==> config.mk <==
export PLATFORM = sky130hd
export DESIGN_NAME = hazard_scoreboard_ctrl
export DESIGN_NICKNAME = d
export VERILOG_FILES = /design/src/rtl/hazard_scoreboard_ctrl.sv
export SDC_FILE = /design/constraint.sdc
export NUM_CORES = 1
export LEC_CHECK = 0
export CAP_MARGIN = 40
export CORE_ASPECT_RATIO = 1.75
export CORE_MARGIN = 4
export CORE_UTILIZATION = 53
export CTS_CLUSTER_SIZE = 20
export DETAILED_ROUTE_END_ITERATION = 10
export PLACE_DENSITY = 0.9
export SYNTH_ARGS = -nofsm -noshare
export SYNTH_HDL_FRONTEND = slang
export SYNTH_SLANG_ARGS = --single-unit
==> constraint.sdc <==
create_clock -name clock -period 5.62 [get_ports clock]
set_input_delay 1.124 -clock clock [delete_from_list [all_inputs] [get_ports clock]]
set_output_delay 1.124 -clock clock [all_outputs]
set_load 0.01 [all_outputs]
==> src/rtl/hazard_scoreboard_ctrl.sv <==
// rtl/hazard_scoreboard_ctrl.sv - RAW stall scoreboard and taken-branch flush sequencer
module hazard_scoreboard_ctrl #(
    parameter int REG_IDX_W    = 5,
    parameter int WB_LATENCY   = 3,
    parameter int BRANCH_STAGE = 1,
    parameter int FLUSH_DEPTH  = 3,
    parameter int CNT_W        = 16
) (
    input  logic                   clock,
    input  logic                   reset_n,
    input  logic                   issue_valid,
    input  logic [REG_IDX_W-1:0]   issue_rs,
    input  logic                   issue_rs_used,
    input  logic [REG_IDX_W-1:0]   issue_rt,
    input  logic                   issue_rt_used,
    input  logic                   issue_wr_en,
    input  logic [REG_IDX_W-1:0]   issue_rd,
    input  logic                   branch_taken,
    output logic                   issue_accept,
    output logic                   stall,
    output logic                   hazard_raw,
    output logic [FLUSH_DEPTH-1:0] flush_phase,
    output logic                   flush_busy,
    output logic [CNT_W-1:0]       raw_stall_cnt,
    output logic [CNT_W-1:0]       flush_cnt
);

    logic [WB_LATENCY-1:0]                slot_vld_q, slot_vld_d;
    logic [WB_LATENCY-1:0][REG_IDX_W-1:0] slot_rd_q, slot_rd_d;
    logic [FLUSH_DEPTH-1:0]               flush_phase_q, flush_phase_d;
    logic [CNT_W-1:0]                     raw_stall_cnt_q, raw_stall_cnt_d;
    logic [CNT_W-1:0]                     flush_cnt_q, flush_cnt_d;
    logic                                 slot_hit;

    always_comb begin
        slot_hit = 1'b0;
        for (int s = 0; s < WB_LATENCY; s++) begin
            if (slot_vld_q[s] && (slot_rd_q[s] != '0)) begin
                if ((issue_rs_used && (slot_rd_q[s] == issue_rs)) ||
                    (issue_rt_used && (slot_rd_q[s] == issue_rt))) begin
                    slot_hit = 1'b1;
                end
            end
        end
    end

    assign hazard_raw    = issue_valid & slot_hit;
    assign flush_busy    = |flush_phase_q;
    assign stall         = hazard_raw & ~flush_busy & ~branch_taken;
    assign issue_accept  = issue_valid & ~hazard_raw & ~flush_busy & ~branch_taken;
    assign flush_phase   = flush_phase_q;
    assign raw_stall_cnt = raw_stall_cnt_q;
    assign flush_cnt     = flush_cnt_q;

    // Slots younger than the resolving branch lose their writes when it is taken.
    always_comb begin
        slot_vld_d    = '0;
        slot_rd_d     = slot_rd_q;
        slot_vld_d[0] = issue_accept & issue_wr_en & (issue_rd != '0) & ~branch_taken;
        slot_rd_d[0]  = issue_rd;
        for (int i = 1; i < WB_LATENCY; i++) begin
            slot_vld_d[i] = slot_vld_q[i-1] & ~(branch_taken && (i <= BRANCH_STAGE));
            slot_rd_d[i]  = slot_rd_q[i-1];
        end
    end

    always_comb begin
        flush_phase_d   = branch_taken ? FLUSH_DEPTH'(1) : (flush_phase_q << 1);
        raw_stall_cnt_d = raw_stall_cnt_q;
        flush_cnt_d     = flush_cnt_q;
        if (stall && (raw_stall_cnt_q != '1)) begin
            raw_stall_cnt_d = raw_stall_cnt_q + CNT_W'(1);
        end
        if (branch_taken && (flush_cnt_q != '1)) begin
            flush_cnt_d = flush_cnt_q + CNT_W'(1);
        end
    end

    always_ff @(posedge clock or negedge reset_n) begin
        if (!reset_n) begin
            slot_vld_q      <= '0;
            slot_rd_q       <= '0;
            flush_phase_q   <= '0;
            raw_stall_cnt_q <= '0;
            flush_cnt_q     <= '0;
        end else begin
            slot_vld_q      <= slot_vld_d;
            slot_rd_q       <= slot_rd_d;
            flush_phase_q   <= flush_phase_d;
            raw_stall_cnt_q <= raw_stall_cnt_d;
            flush_cnt_q     <= flush_cnt_d;
        end
    end

endmodule

Word level (Yosys, flattened, before mapping)
Cells that the tools add are included.
{"block": "op_classes", "n_addsub": 2, "shifts": 0, "n_mux": 7, "mul": 0, "magnitude_cmp": 0, "bitwise": 13, "n_reduce_logical": 19, "n_eq_ne": 8, "div": 0}
{"op": "adder 16 x 1 -> 16 bit, second input constant", "n": 2}
{"op": "!= test 16 bit, second input constant", "n": 2}
{"op": "equality test 5 bit", "n": 6}
{"op": "nonzero test 5 bit", "n": 4}
{"op": "logical AND 1 bit", "n": 11}
{"op": "AND 1 bit", "n": 10}
{"op": "2-to-1 mux 1 bit", "n": 6}
{"op": "logical OR 1 bit", "n": 3}
{"op": "2-to-1 mux 3 bit", "n": 1}
{"op": "inverter 1 bit", "n": 3}
{"op": "OR reduction 3 bit", "n": 1}
{"block": "totals", "mem_bits_ro": 0, "output_inout_bits": 39, "memories": 0, "reg_bits": 53, "latch_bits": 0, "mem_bits_rw": 0, "input_bits": 22}

Logic depth before layout (Yosys ltp)
Gate-level depths: netlist (run 1).
{"block": "depth", "ltp_word": 17, "depth_mapped": 8, "mapped_depth_nobuf": 8}

Worst setup path before layout (run 1)
OpenSTA, ideal clock, no wires.
{"block": "synth_timing", "kind": "input to output", "startpoint": "input port issue_rs[3]", "endpoint": "output port stall", "t_required_ps": 4496, "cell_stages": 5, "arrival_ps": 2275, "path_slack_ps": 2221, "n_path_buf": 0, "path_cell_list": "xor2_1 nor4_1 a32oi_1 o22a_2 a21oi_1"}
{"block": "synth_between", "elab_chain_cells": 12, "elab_cells_between_ends": 18, "cone_classes": "3 x eq/ne; 6 x mux; 3 x bitwise; 6 x reduce/logical"}
{"element": "start, declared", "line_no": "12", "source": "input logic [REG_IDX_W-1:0] issue_rs,"}
{"element": "equality test 5 bit", "line_no": "39", "source": "if ((issue_rs_used && (slot_rd_q[s] == issue_rs)) ||"}
{"element": "logical AND 1 bit", "line_no": "39"}
{"element": "logical OR 1 bit", "line_no": "39"}
{"element": "2-to-1 mux 1 bit", "line_no": "39"}
{"element": "2-to-1 mux 1 bit", "line_no": "38", "source": "if (slot_vld_q[s] && (slot_rd_q[s] != '0)) begin"}
{"element": "2-to-1 mux 1 bit", "line_no": "39"}
{"element": "2-to-1 mux 1 bit", "line_no": "38"}
{"element": "2-to-1 mux 1 bit", "line_no": "39"}
{"element": "2-to-1 mux 1 bit (*)", "line_no": "38"}
{"element": "AND 1 bit (*)", "line_no": "47", "source": "assign hazard_raw = issue_valid & slot_hit;"}
{"element": "AND 1 bit (*) (2 in a row)", "line_no": "49", "source": "assign stall = hazard_raw & ~flush_busy & ~branch_taken;"}
{"element": "end, declared", "line_no": "20", "source": "output logic stall,"}
Every way passes the cells marked *; elsewhere a longest branch is shown, timed or not.

Worst setup path in the final report (run 1)
{"block": "layout_timing", "startpoint": "input port issue_rt[1]", "endpoint": "output port stall"}
{"block": "layout_between", "elab_chain_cells": 12, "elab_cells_between_ends": 18, "cone_classes": "3 x eq/ne; 6 x mux; 3 x bitwise; 6 x reduce/logical"}
{"element": "start, declared", "line_no": "14", "source": "input logic [REG_IDX_W-1:0] issue_rt,"}
{"element": "equality test 5 bit", "line_no": "40", "source": "(issue_rt_used && (slot_rd_q[s] == issue_rt))) begin"}
{"element": "logical AND 1 bit", "line_no": "40"}
{"element": "logical OR 1 bit", "line_no": "39"}
{"element": "2-to-1 mux 1 bit", "line_no": "39"}
{"element": "2-to-1 mux 1 bit", "line_no": "38"}
{"element": "2-to-1 mux 1 bit", "line_no": "39"}
{"element": "2-to-1 mux 1 bit", "line_no": "38"}
{"element": "2-to-1 mux 1 bit", "line_no": "39"}
{"element": "2-to-1 mux 1 bit (*)", "line_no": "38"}
{"element": "AND 1 bit (*)", "line_no": "47"}
{"element": "AND 1 bit (*) (2 in a row)", "line_no": "49"}
Marked as above.

==> results of run 1 <==
-- area by class of cell --
cell class / count / area share [%]
Sequential cell: 53 / 40.5
Multi-Input combinational cell: 158 / 34.3
Timing Repair Buffer: 61 / 18.8
Clock buffer: 5 / 2.10
Clock inverter: 3 / 2.10
Tap cell: 51 / 1.95
Inverter: 2 / 0.229
-- worst paths after layout --
check                               endpoint  slack (ns)  cells past startpoint
setup / recovery                       stall        0.98                      7
hold / removal                 slot_vld_q[2]        0.38                      0
setup reg to reg            raw_stall_cnt[1]        3.30                      6
max in group asynchronous  raw_stall_cnt[13]        4.30                      2
hold reg to reg                slot_vld_q[2]        0.38                      0
min in group asynchronous      slot_rd_d[10]        0.78                      1
-- layout by cell type, fill, tap and decap left out, types with 2 or more instances in the layout --
| cell | count |
|---|---|
| nor2_1 | 7 |
| and2_1 | 3 |
| nor2b_1 | 4 |
| xnor2_1 | 37 |
| dfrtp_1 | 53 |
| or3_1 | 2 |
| nor4_1 | 5 |
| o21ai_0 | 3 |
| clkdlybuf4s50_1 | 59 |
| a32oi_1 | 2 |
| bufinv_16 | 2 |
| nand4_1 | 13 |
| mux2_2 | 2 |
| and3_1 | 6 |
| xor2_1 | 21 |
| nor3_1 | 2 |
| ha_1 | 2 |
| nand3b_1 | 2 |
| or4_1 | 3 |
| nand2_1 | 21 |
| inv_1 | 2 |
| nand3_1 | 10 |
| clkbuf_8 | 5 |
| a21oi_1 | 2 |
-- stage by stage --
step           util (%)  hold slack [ns]  power, mW  std cells  setup WS (ns)
2_1_floorplan         -            0.348      0.515        213           2.22
3_3_place_gp       70.1            0.359      0.604        324           1.06
3_5_place_dp       70.6            0.370      0.613        325          0.980
4_1_cts            73.7            0.384      0.921        333          0.984
5_1_grt            73.7            0.391      0.955        333          0.867
6_report           73.7            0.382      0.913        333          0.980
-- power groups by stage --
stage / Sequential (mW) / Clock (mW) / Combinational (mW)
floorplan: 0.460 / 0 / 0.0551
global placement: 0.454 / 0 / 0.150
detailed placement: 0.456 / 0 / 0.157
CTS: 0.449 / 0.313 / 0.158
global route: 0.455 / 0.328 / 0.172
finish: 0.450 / 0.307 / 0.156
-- metal layers --
layer,up-vias,GRT usage (%),wire length (um)
met5,-,0,0
met4,0,7.85,130
met3,13,5.95,280
met2,50,37.1,3090
met1,893,24.1,2120
li1,879,-,-
-- synth_stat cells (2+ instances only) --
cell type  count  share of area, %
a21oi_1        2              0.41
a32oi_1        2              0.71
and2_1         3              0.76
and3_1         6               1.5
dfrtp_1       53                54
ha_1           2               1.0
inv_1          2              0.31
mux2_2         2              0.92
nand2_1       21               3.2
nand3_1       10               2.0
nand3b_1       2              0.61
nand4_1       13               3.3
nor2_1         7               1.1
nor2b_1        4               1.0
nor3_1         2              0.41
nor4_1         5               1.3
o21ai_0        3              0.61
or3_1          2              0.51
or4_1          3              0.92
xnor2_1       37                13
xor2_1        21               7.5
-- sequential cells by signal, summed over array words and instances, names as in the netlist --
name	flops
slot_rd_d	10
raw_stall_cnt	16
flush_cnt	16
flush_phase	3
slot_rd_q	5
slot_vld_q	3
-- kinds of logic (layout without fill, tap and decap cells) --
| kind of cell | after synthesis | after routing | synth area share [%] |
|---|---|---|---|
| xor+xnor | 58 | 58 | 20.7 |
| compound gates | 14 | 14 | 5.09 |
| simple gates | 81 | 81 | 17.6 |
| flops | 53 | 53 | 54.0 |
| buf+inv | 2 | 71 | 0.306 |
| fa+ha+maj | 2 | 2 | 1.02 |
| mux | 3 | 3 | 1.32 |
==> impl_results.md, run 1 <==
- Seq. cell area: 0.00133 mm2
- Post-synth top flop: dfrtp_1
- Final hold vios: 0
- Synthesis warning total: 0
- Period utilisation layout: 82.6%
- Antenna Violating Nets Remaining: 0
- Crit-path max FO: 5
- Min-delay src: slot_vld_q[1]
- Vias per cell: 5.51
- I/O pin total: 61
- Cells after Synth: about 210
- DR WL/cell: around 17 um
- Die Height: 98.1 um
- MaxCap Viol Count: 0
- Gr ovfl total: 0
- Total Routing Usage GR: between 20% and 30%
- Vias after detailed routing: ~1800
- Detailed-route wire length: 5620 um
- Post-route DRC: 0
- Final-stage net count: a little over 300
- Largest net degree at the start of global routing: 32
- Sw frac: 25.7%
- CP startpoint: issue_rt[1]
- Clock-pin slew on the worst setup and hold paths: around 0.11 ns
- Final Setup Violations: 0
- H-tree depth: 2
- Type of the worst min-delay path: flop to flop
- Post-synthesis cell type count: 32
- Register area share after synthesis: 54.0%
- Share of layout cells above drive strength 1: approximately 5.3%
- Die Area: approximately 0.006 mm2
- Final-report max-slew violation count: 0
- Initial antenna violation count: 0
- Routability cong.: between 0.8 and 0.9
- Clk_skew: between 0.01 and 0.015 ns
- Initial Util: a little under three fifths
- Max stage delay on crit path: between 0.6 and 0.7 ns
- Vias in the first global route: approximately 2000
- Buf+Inv Stages, Crit Path: 2
- Chip width: around 59 um
- Slew @ Worst Pin: 0.624 ns
- Synth Cell Area: 0.00246 mm2
- Port Buffers: 60
- Sequential share of power: between 40% and 50%
- Ant. Diodes: 0
- Maximum clock frequency: approximately 0.22 GHz
- Worst path required time: 4.50 ns
- Leak pwr: 1.35 nW
- Clk network pwr share: between 30% and 40%
- Worst setup EP type: output pin
- RR Startpoint: slot_rd_d[7]
- Pint: 0.679 mW
- Worst path most repeated cell: clkdlybuf4s50_1
- CTS Buf Count: 5
- Worst ir drop on vdd: ~0.31 mV
- Synthesized flop and latch total: 53
- Initial DRC Count: 32
- Final min period: 4.64 ns
- PwrDens: about 280 mW/mm2
- Avg Cell Area, Syn: 11.5 um2
- Hpwl dp: 4340 um
- P_sw: 0.234 mW
- Core area: 0.00444 mm2
- Layout fillers: between 300 and 400
- Critical path arrival: roughly 3.5 ns
- Row cnt: 32
- Comb pwr share: ~17%
- Synthesized Nets: approximately 240
- P&R area growth vs syn: 33.2%
- TNS Setup: 0 ns
- CP top delay family: buffers and inverters
- Worst path cell trace: clkdlybuf4s50_1 -> xor2_1 -> nor4_1 -> a32oi_1 -> o22a_2 -> a21oi_1 -> clkdlybuf4s50_1
- Hold_buf cts: 0
- Slowest-stage cell, CP: clkdlybuf4s50_1
- RSZ-0062 raised after global routing: no
- Cell area after layout: 0.00327 mm2
- Post-CTS Setup Inserts: 0
- Drt pass-1 iters: 4
- Multi-input gate area: approximately 0.0011 mm2
- DP Area: roughly 0.0031 mm2
- Startpoint types: primary input
- CTS max path bufs: 2
- Setup CP Type: primary input to output pin
- Sink Count: 53
- Resized cells post-CTS: 0
- Clock root buffer: clkbuf_8
- TritonCTS clock tree: built
- Post-synth EDFFs: 0
- Worst slew margin: roughly three fifths
- Status: completed
- First-pass GRT wire length: 9530 um
- Async set-or-reset flop fraction in the synthesized netlist: 100%
- Clock latency on the worst-skew pair: slightly above 0.3 ns
No activity file was read; power rests on OpenSTA's default activity.
==> run 2, diff against run 1 <==
Settings changed: CORE_UTILIZATION 53 to 44, PLACE_DENSITY 0.9 to 0.8.
Clock period 5.62 ns to 4.2 ns, I/O delays scaled along.
==> impl_results.md, run 2 (same netlist as run 1, synthesis figures left out) <==
- Status: completed
- Final min period: approximately 4.0 ns
- Hold_buf cts: 0 (unchanged)
- CTS max path bufs: 2 (unchanged)
- Post-route DRC: 0 (unchanged)
- Initial DRC Count: 57 (+78%)
- Worst path most repeated cell: clkdlybuf4s50_1
- Largest net degree at the start of global routing: 54 (+69%)
- CP top delay family: buffers and inverters
- I/O pin total: 61 (unchanged)
- Vias in the first global route: 1979 (-2.9%)
- Vias after detailed routing: 1829 (-0.33%)
- Clock-pin slew on the worst setup and hold paths: 0.09 ns (-0.02 ns)
- CTS Buf Count: 5 (unchanged)
- Post-CTS Setup Inserts: 0 (unchanged)
- Antenna Violating Nets Remaining: 0 (unchanged)
- Core area: 0.00534 mm2 (+20%)
- Ant. Diodes: 0 (unchanged)
- Initial Util: 46.0% (-9.3 points)
- Max stage delay on crit path: 0.59 ns (-0.04 ns)
- Worst path required time: 3.36 ns (-1.14 ns)
- Final-report max-slew violation count: 0 (unchanged)
- Drt pass-1 iters: 4 (unchanged)
- Maximum clock frequency: about 0.25 GHz
- Die Area: 0.00689 mm2 (+18%)
- Setup CP Type: primary input to output pin
- H-tree depth: 2 (unchanged)
- Placement Setup Slack: 0.221 ns (-0.759 ns)
- Slew @ Worst Pin: 0.651 ns (+0.0275 ns)
- Final hold vios: 0 (unchanged)
- Buf+Inv Stages, Crit Path: 2 (unchanged)
- Worst Setup Slack, final: 0.231 ns (-0.749 ns)
- Vias per cell: 5.12 (-7.0%)
- Period utilisation layout: between 90% and 100%
- Type of the worst min-delay path: flop to flop
- Worst setup EP type: output pin
- Row cnt: 35 (+9.4%)
- Port Buffers: 60 (unchanged)
- Initial antenna violation count: 0 (unchanged)
- P&R area growth vs syn: 33.4% (about the same)
- Hpwl dp: 4290 um (-1.2%)
- Detailed-route wire length: 5550 um (-1.4%)
- MaxCap Viol Count: 0 (unchanged)
- Routability cong.: 0.922 (+4.2%)
- Most frequent cells in the layout: clkdlybuf4s50_1, dfrtp_1, xnor2_1
- Clock latency on the worst-skew pair: 0.30 ns (about the same)
- First-pass GRT wire length: 9440 um (-0.93%)
- TNS Setup: 0 ns (unchanged)
- Share of layout cells above drive strength 1: 5.30% (-0.019 points)
- Gr ovfl total: 0 (unchanged)
- Chip width: 64.5 um (+8.4%)
- RSZ-0062 raised after global routing: no
- Sink Count: 53 (unchanged)
- Clock root buffer: clkbuf_8
- Startpoint types: primary input
- Critical path arrival: 3.13 ns (-0.39 ns)
- PwrDens: 353 mW/mm2 (+27%)
- Clk_skew: 0.0103 ns (-0.00396 ns)
- Total Routing Usage GR: 17.4% (-4.0 points)
- Resized cells post-CTS: 0 (unchanged)
- TritonCTS clock tree: built
- Leak pwr: 1.34 nW (-0.70%)
- Final Setup Violations: 0 (unchanged)
- DR WL/cell: 15.5 um (-8.0%)
- Worst path cell trace: clkdlybuf4s50_1 -> xor2_1 -> nor4_1 -> a32oi_1 -> o22a_2 -> a21oi_1 -> clkdlybuf4s50_1
- Crit-path max FO: 4 (-1)
- Layout fillers: 459 (+45%)
- Slowest-stage cell, CP: clkdlybuf4s50_1
- Worst ir drop on vdd: 0.374 mV (+23%)
- Die Height: 107 um (+9.0%)
- Worst slew margin: 56.6% (-1.5 points)
- Most common cell after layout, fill and taps aside: clkdlybuf4s50_1
- Final-stage net count: 306 (+0.33%)
[run 2: through the flow]
step	util (%)	cells	hold slack, ns	instance area (um2)	total power, mW
CTS	61.3	357	0.380	3280	1.17
finish	61.3	357	0.382	3280	1.16
detailed placement	59.2	349	0.358	3160	0.818
floorplan	-	213	0.348	2460	0.689
global placement	59.2	349	0.359	3160	0.812
global route	61.3	357	0.390	3280	1.21
[run 2: layout make-up]
cell class / count / area (um2) / area share (%)
sequential: 53 / 1330 / 40.5
multi-input combinational: 158 / 1120 / 34.3
timing repair buffer: 62 / 611 / 18.6
tap: 74 / 92.6 / 2.83
clock buffer: 7 / 86.3 / 2.63
clock inverter: 1 / 30.0 / 0.916
inverter: 2 / 7.51 / 0.229
[run 2: path summary, 6_finish.rpt]
check | cells past startpoint | slack, ns | to | from
min in group asynchronous | 2 | 0.65 | flush_cnt[13] | reset_n
hold reg to reg | 0 | 0.38 | slot_vld_q[2] | slot_vld_q[1]
max in group asynchronous | 2 | 3.11 | flush_cnt[4] | reset_n
setup / recovery | 7 | 0.23 | stall | issue_rs[0]
hold / removal | 0 | 0.38 | slot_vld_q[2] | slot_vld_q[1]
setup reg to reg | 6 | 1.85 | raw_stall_cnt[1] | slot_rd_d[13]
[run 2: worst register-to-register path: stages (launching register included)]
cell and delay, ns:
dfrtp_1 0.44, xor2_1 0.17, nor4_1 0.32, a32oi_1 0.15
o22a_2 0.28, a221oi_4 0.50, mux2_2 0.39
[run 2: per-layer routing]
metal	global-route usage (%)	wire (um)	share of wire, %
met5	0	0	0
met4	6.81	120	2.2
met3	4.09	254	4.6
met2	31.4	2990	54
met1	19.5	2180	39
[run 2: power by group]
group | switching (mW) | internal (mW) | total (mW)
logic | 0.0890 | 0.117 | 0.206
registers | 0.0504 | 0.550 | 0.600
clock network | 0.156 | 0.194 | 0.351
==> run 3, diff against run 2 <==
Settings changed: CORE_UTILIZATION 44 to 56, DONT_BUFFER_PORTS from default to 1, PLACE_DENSITY 0.8 to 0.79.
==> impl_results.md, run 3 (same netlist as run 1, synthesis figures left out) <==
- Crit-path max FO: 4 (unchanged)
- Worst R2R End: raw_stall_cnt[1]
- Post-route DRC: 0 (unchanged)
- DR WL/cell: 18.3 um (+18%)
- Critical path arrival: 2.19 ns (-0.94 ns)
- Period utilisation layout: 72.2% (-22 points)
- Gr ovfl total: 0 (unchanged)
- Setup CP Type: flop to output pin
- Status: completed
- Worst slew margin: 52.7% (-3.9 points)
- I/O pin total: 61 (unchanged)
- Max stage delay on crit path: 0.57 ns (-0.02 ns)
- Drt pass-1 iters: 4 (unchanged)
- PwrDens: 377 mW/mm2 (+6.7%)
- Final-stage net count: 244 (-20%)
- Ant. Diodes: 0 (unchanged)
- CTS max path bufs: 2 (unchanged)
- Die Height: 95.6 um (-11%)
- TritonCTS clock tree: built
- Leak pwr: 1.09 nW (-19%)
- MaxCap Viol Count: 0 (unchanged)
- Layout fillers: 349 (-24%)
- Placement Setup Slack: 1.20 ns (+0.979 ns)
- Sink Count: 53 (unchanged)
- Routability cong.: 0.796 (-14%)
- Startpoint types: flop
- Initial DRC Count: 52 (-8.8%)
- Hold_buf cts: 0 (unchanged)
- Vias after detailed routing: 1595 (-13%)
- First-pass GRT wire length: 8160 um (-14%)
- FF-to-FF setup slack: 1.86 ns (about the same)
- Resized cells post-CTS: 0 (unchanged)
- Worst ir drop on vdd: 0.450 mV (+20%)
- Core area: 0.00419 mm2 (-22%)
- Clock root buffer: clkbuf_8
- Antenna Violating Nets Remaining: 0 (unchanged)
- Clk_skew: 0.0111 ns (+0.000835 ns)
- Hpwl dp: 3920 um (-8.7%)
- Clock latency on the worst-skew pair: 0.30 ns (about the same)
- Slowest-stage cell, CP: or4_1
- Final-report max-slew violation count: 0 (unchanged)
- Final hold vios: 0 (unchanged)
- Row cnt: 31 (-11%)
- Initial antenna violation count: 0 (unchanged)
- Total Routing Usage GR: 19.6% (+2.2 points)
- Port Buffers: 0 (-100%)
- Clock-pin slew on the worst setup and hold paths: 0.09 ns (about the same)
- RR Startpoint: slot_rd_d[7]
- TNS Setup: 0 ns (unchanged)
- Most frequent cells in the layout: dfrtp_1, xnor2_1, nand2_1, xor2_1, nand4_1
- Initial Util: 58.7% (+13 points)
- CTS Buf Count: 5 (unchanged)
- Die Area: 0.00555 mm2 (-19%)
- R2r worst-path depth: 6 (unchanged)
- Vias per cell: 5.91 (+15%)
- Vias in the first global route: 1737 (-12%)
- Share of layout cells above drive strength 1: 5.43% (+0.13 points)
- Worst path required time: 3.36 ns (about the same)
- P&R area growth vs syn: 6.06%
- Largest net degree at the start of global routing: 54 (unchanged)
- CP top delay family: simple AND/OR/NAND/NOR gates
- Detailed-route wire length: 4950 um (-11%)
- Worst setup EP type: output pin
- RSZ-0062 raised after global routing: no
- Final Setup Violations: 0 (unchanged)
- Most common cell after layout, fill and taps aside: dfrtp_1
- Slew @ Worst Pin: 0.704 ns (+0.0525 ns)
- Util after Layout: 62.2% (+0.88 points)
- Final min period: 3.03 ns (-0.937 ns)
- Worst path cell trace: or4_1 -> o211ai_1 -> nand2_1 -> nor2_1
- H-tree depth: 2 (unchanged)
- Type of the worst min-delay path: primary input to asynchronous set/reset pin
- Maximum clock frequency: 0.330 GHz (+31%)
- Chip width: 58.1 um (-9.9%)
- Worst Setup Slack, final: 1.17 ns (+0.937 ns)
- Post-CTS Setup Inserts: 0 (unchanged)
- Buf+Inv Stages, Crit Path: 0 (-2)
-- run 3: cell types whose count changed in the layout (fill, tap and decap cells not counted) --
cell | before | now
buf_2 | 1 | 0
clkbuf_8 | 6 | 5
bufinv_16 | 1 | 0
clkdlybuf4s50_1 | 59 | 0
buf_4 | 2 | 0
clkinvlp_4 | 0 | 2
-- run 3: layout make-up --
type | instances | area (um2) | area share [%]
Clock buffer | 6 | 72.6 | 2.78
Clock inverter | 2 | 15.0 | 0.576
Inverter | 2 | 7.51 | 0.288
Multi-Input combinational cell | 158 | 1120 | 43.1
Sequential cell | 53 | 1330 | 50.9
Tap cell | 49 | 61.3 | 2.35
-- run 3: worst reg2reg max path: cells and delay by family, from the launching register on --
kind / cells / cell delay [ns]
xor gates and xnor gates: 1 / 0.18
DFF: 1 / 0.44
muxes: 1 / 0.39
AOI/OAI and AO/OA: 3 / 0.91
and+or+nand+nor: 1 / 0.30
-- run 3: worst max-delay path by stage --
stage	to	startpoint	slack, ns	depth (start not counted)
global placement	stall	issue_rs[3]	1.21	5
global route	issue_accept	slot_rd_q[12]	1.00	4
CTS	issue_accept	slot_rd_q[12]	1.12	4
detailed placement	stall	issue_rt[1]	1.20	5
finish	issue_accept	slot_rd_q[11]	1.17	4
floorplan	stall	issue_rs[3]	1.37	5
-- run 3: through the flow --
stage | power [mW] | hold slack [ns] | std cells | cell area (um2)
floorplan | 0.689 | 0.348 | 213 | 2460
global placement | 0.713 | 0.366 | 262 | 2520
detailed placement | 0.717 | 0.369 | 262 | 2520
CTS | 0.996 | 0.210 | 270 | 2610
global route | 1.04 | 0.192 | 270 | 2610
finish | 0.982 | 0.225 | 270 | 2610
-- run 3: where the power goes --
part | leakage [nW] | total, mW | internal [mW] | switching [mW]
combinational | 0.367 | 0.0864 | 0.0473 | 0.0391
clock | 0.0374 | 0.277 | 0.118 | 0.159
sequential | 0.691 | 0.619 | 0.550 | 0.0691
-- run 3: routing by layer --
| metal | GRT usage [%] | part of all wire (%) |
|---|---|---|
| met3 | 6.37 | 6.6 |
| met1 | 20.6 | 35 |
| met5 | 0 | 0 |
| met4 | 6.38 | 0.99 |
| met2 | 36.1 | 57 |
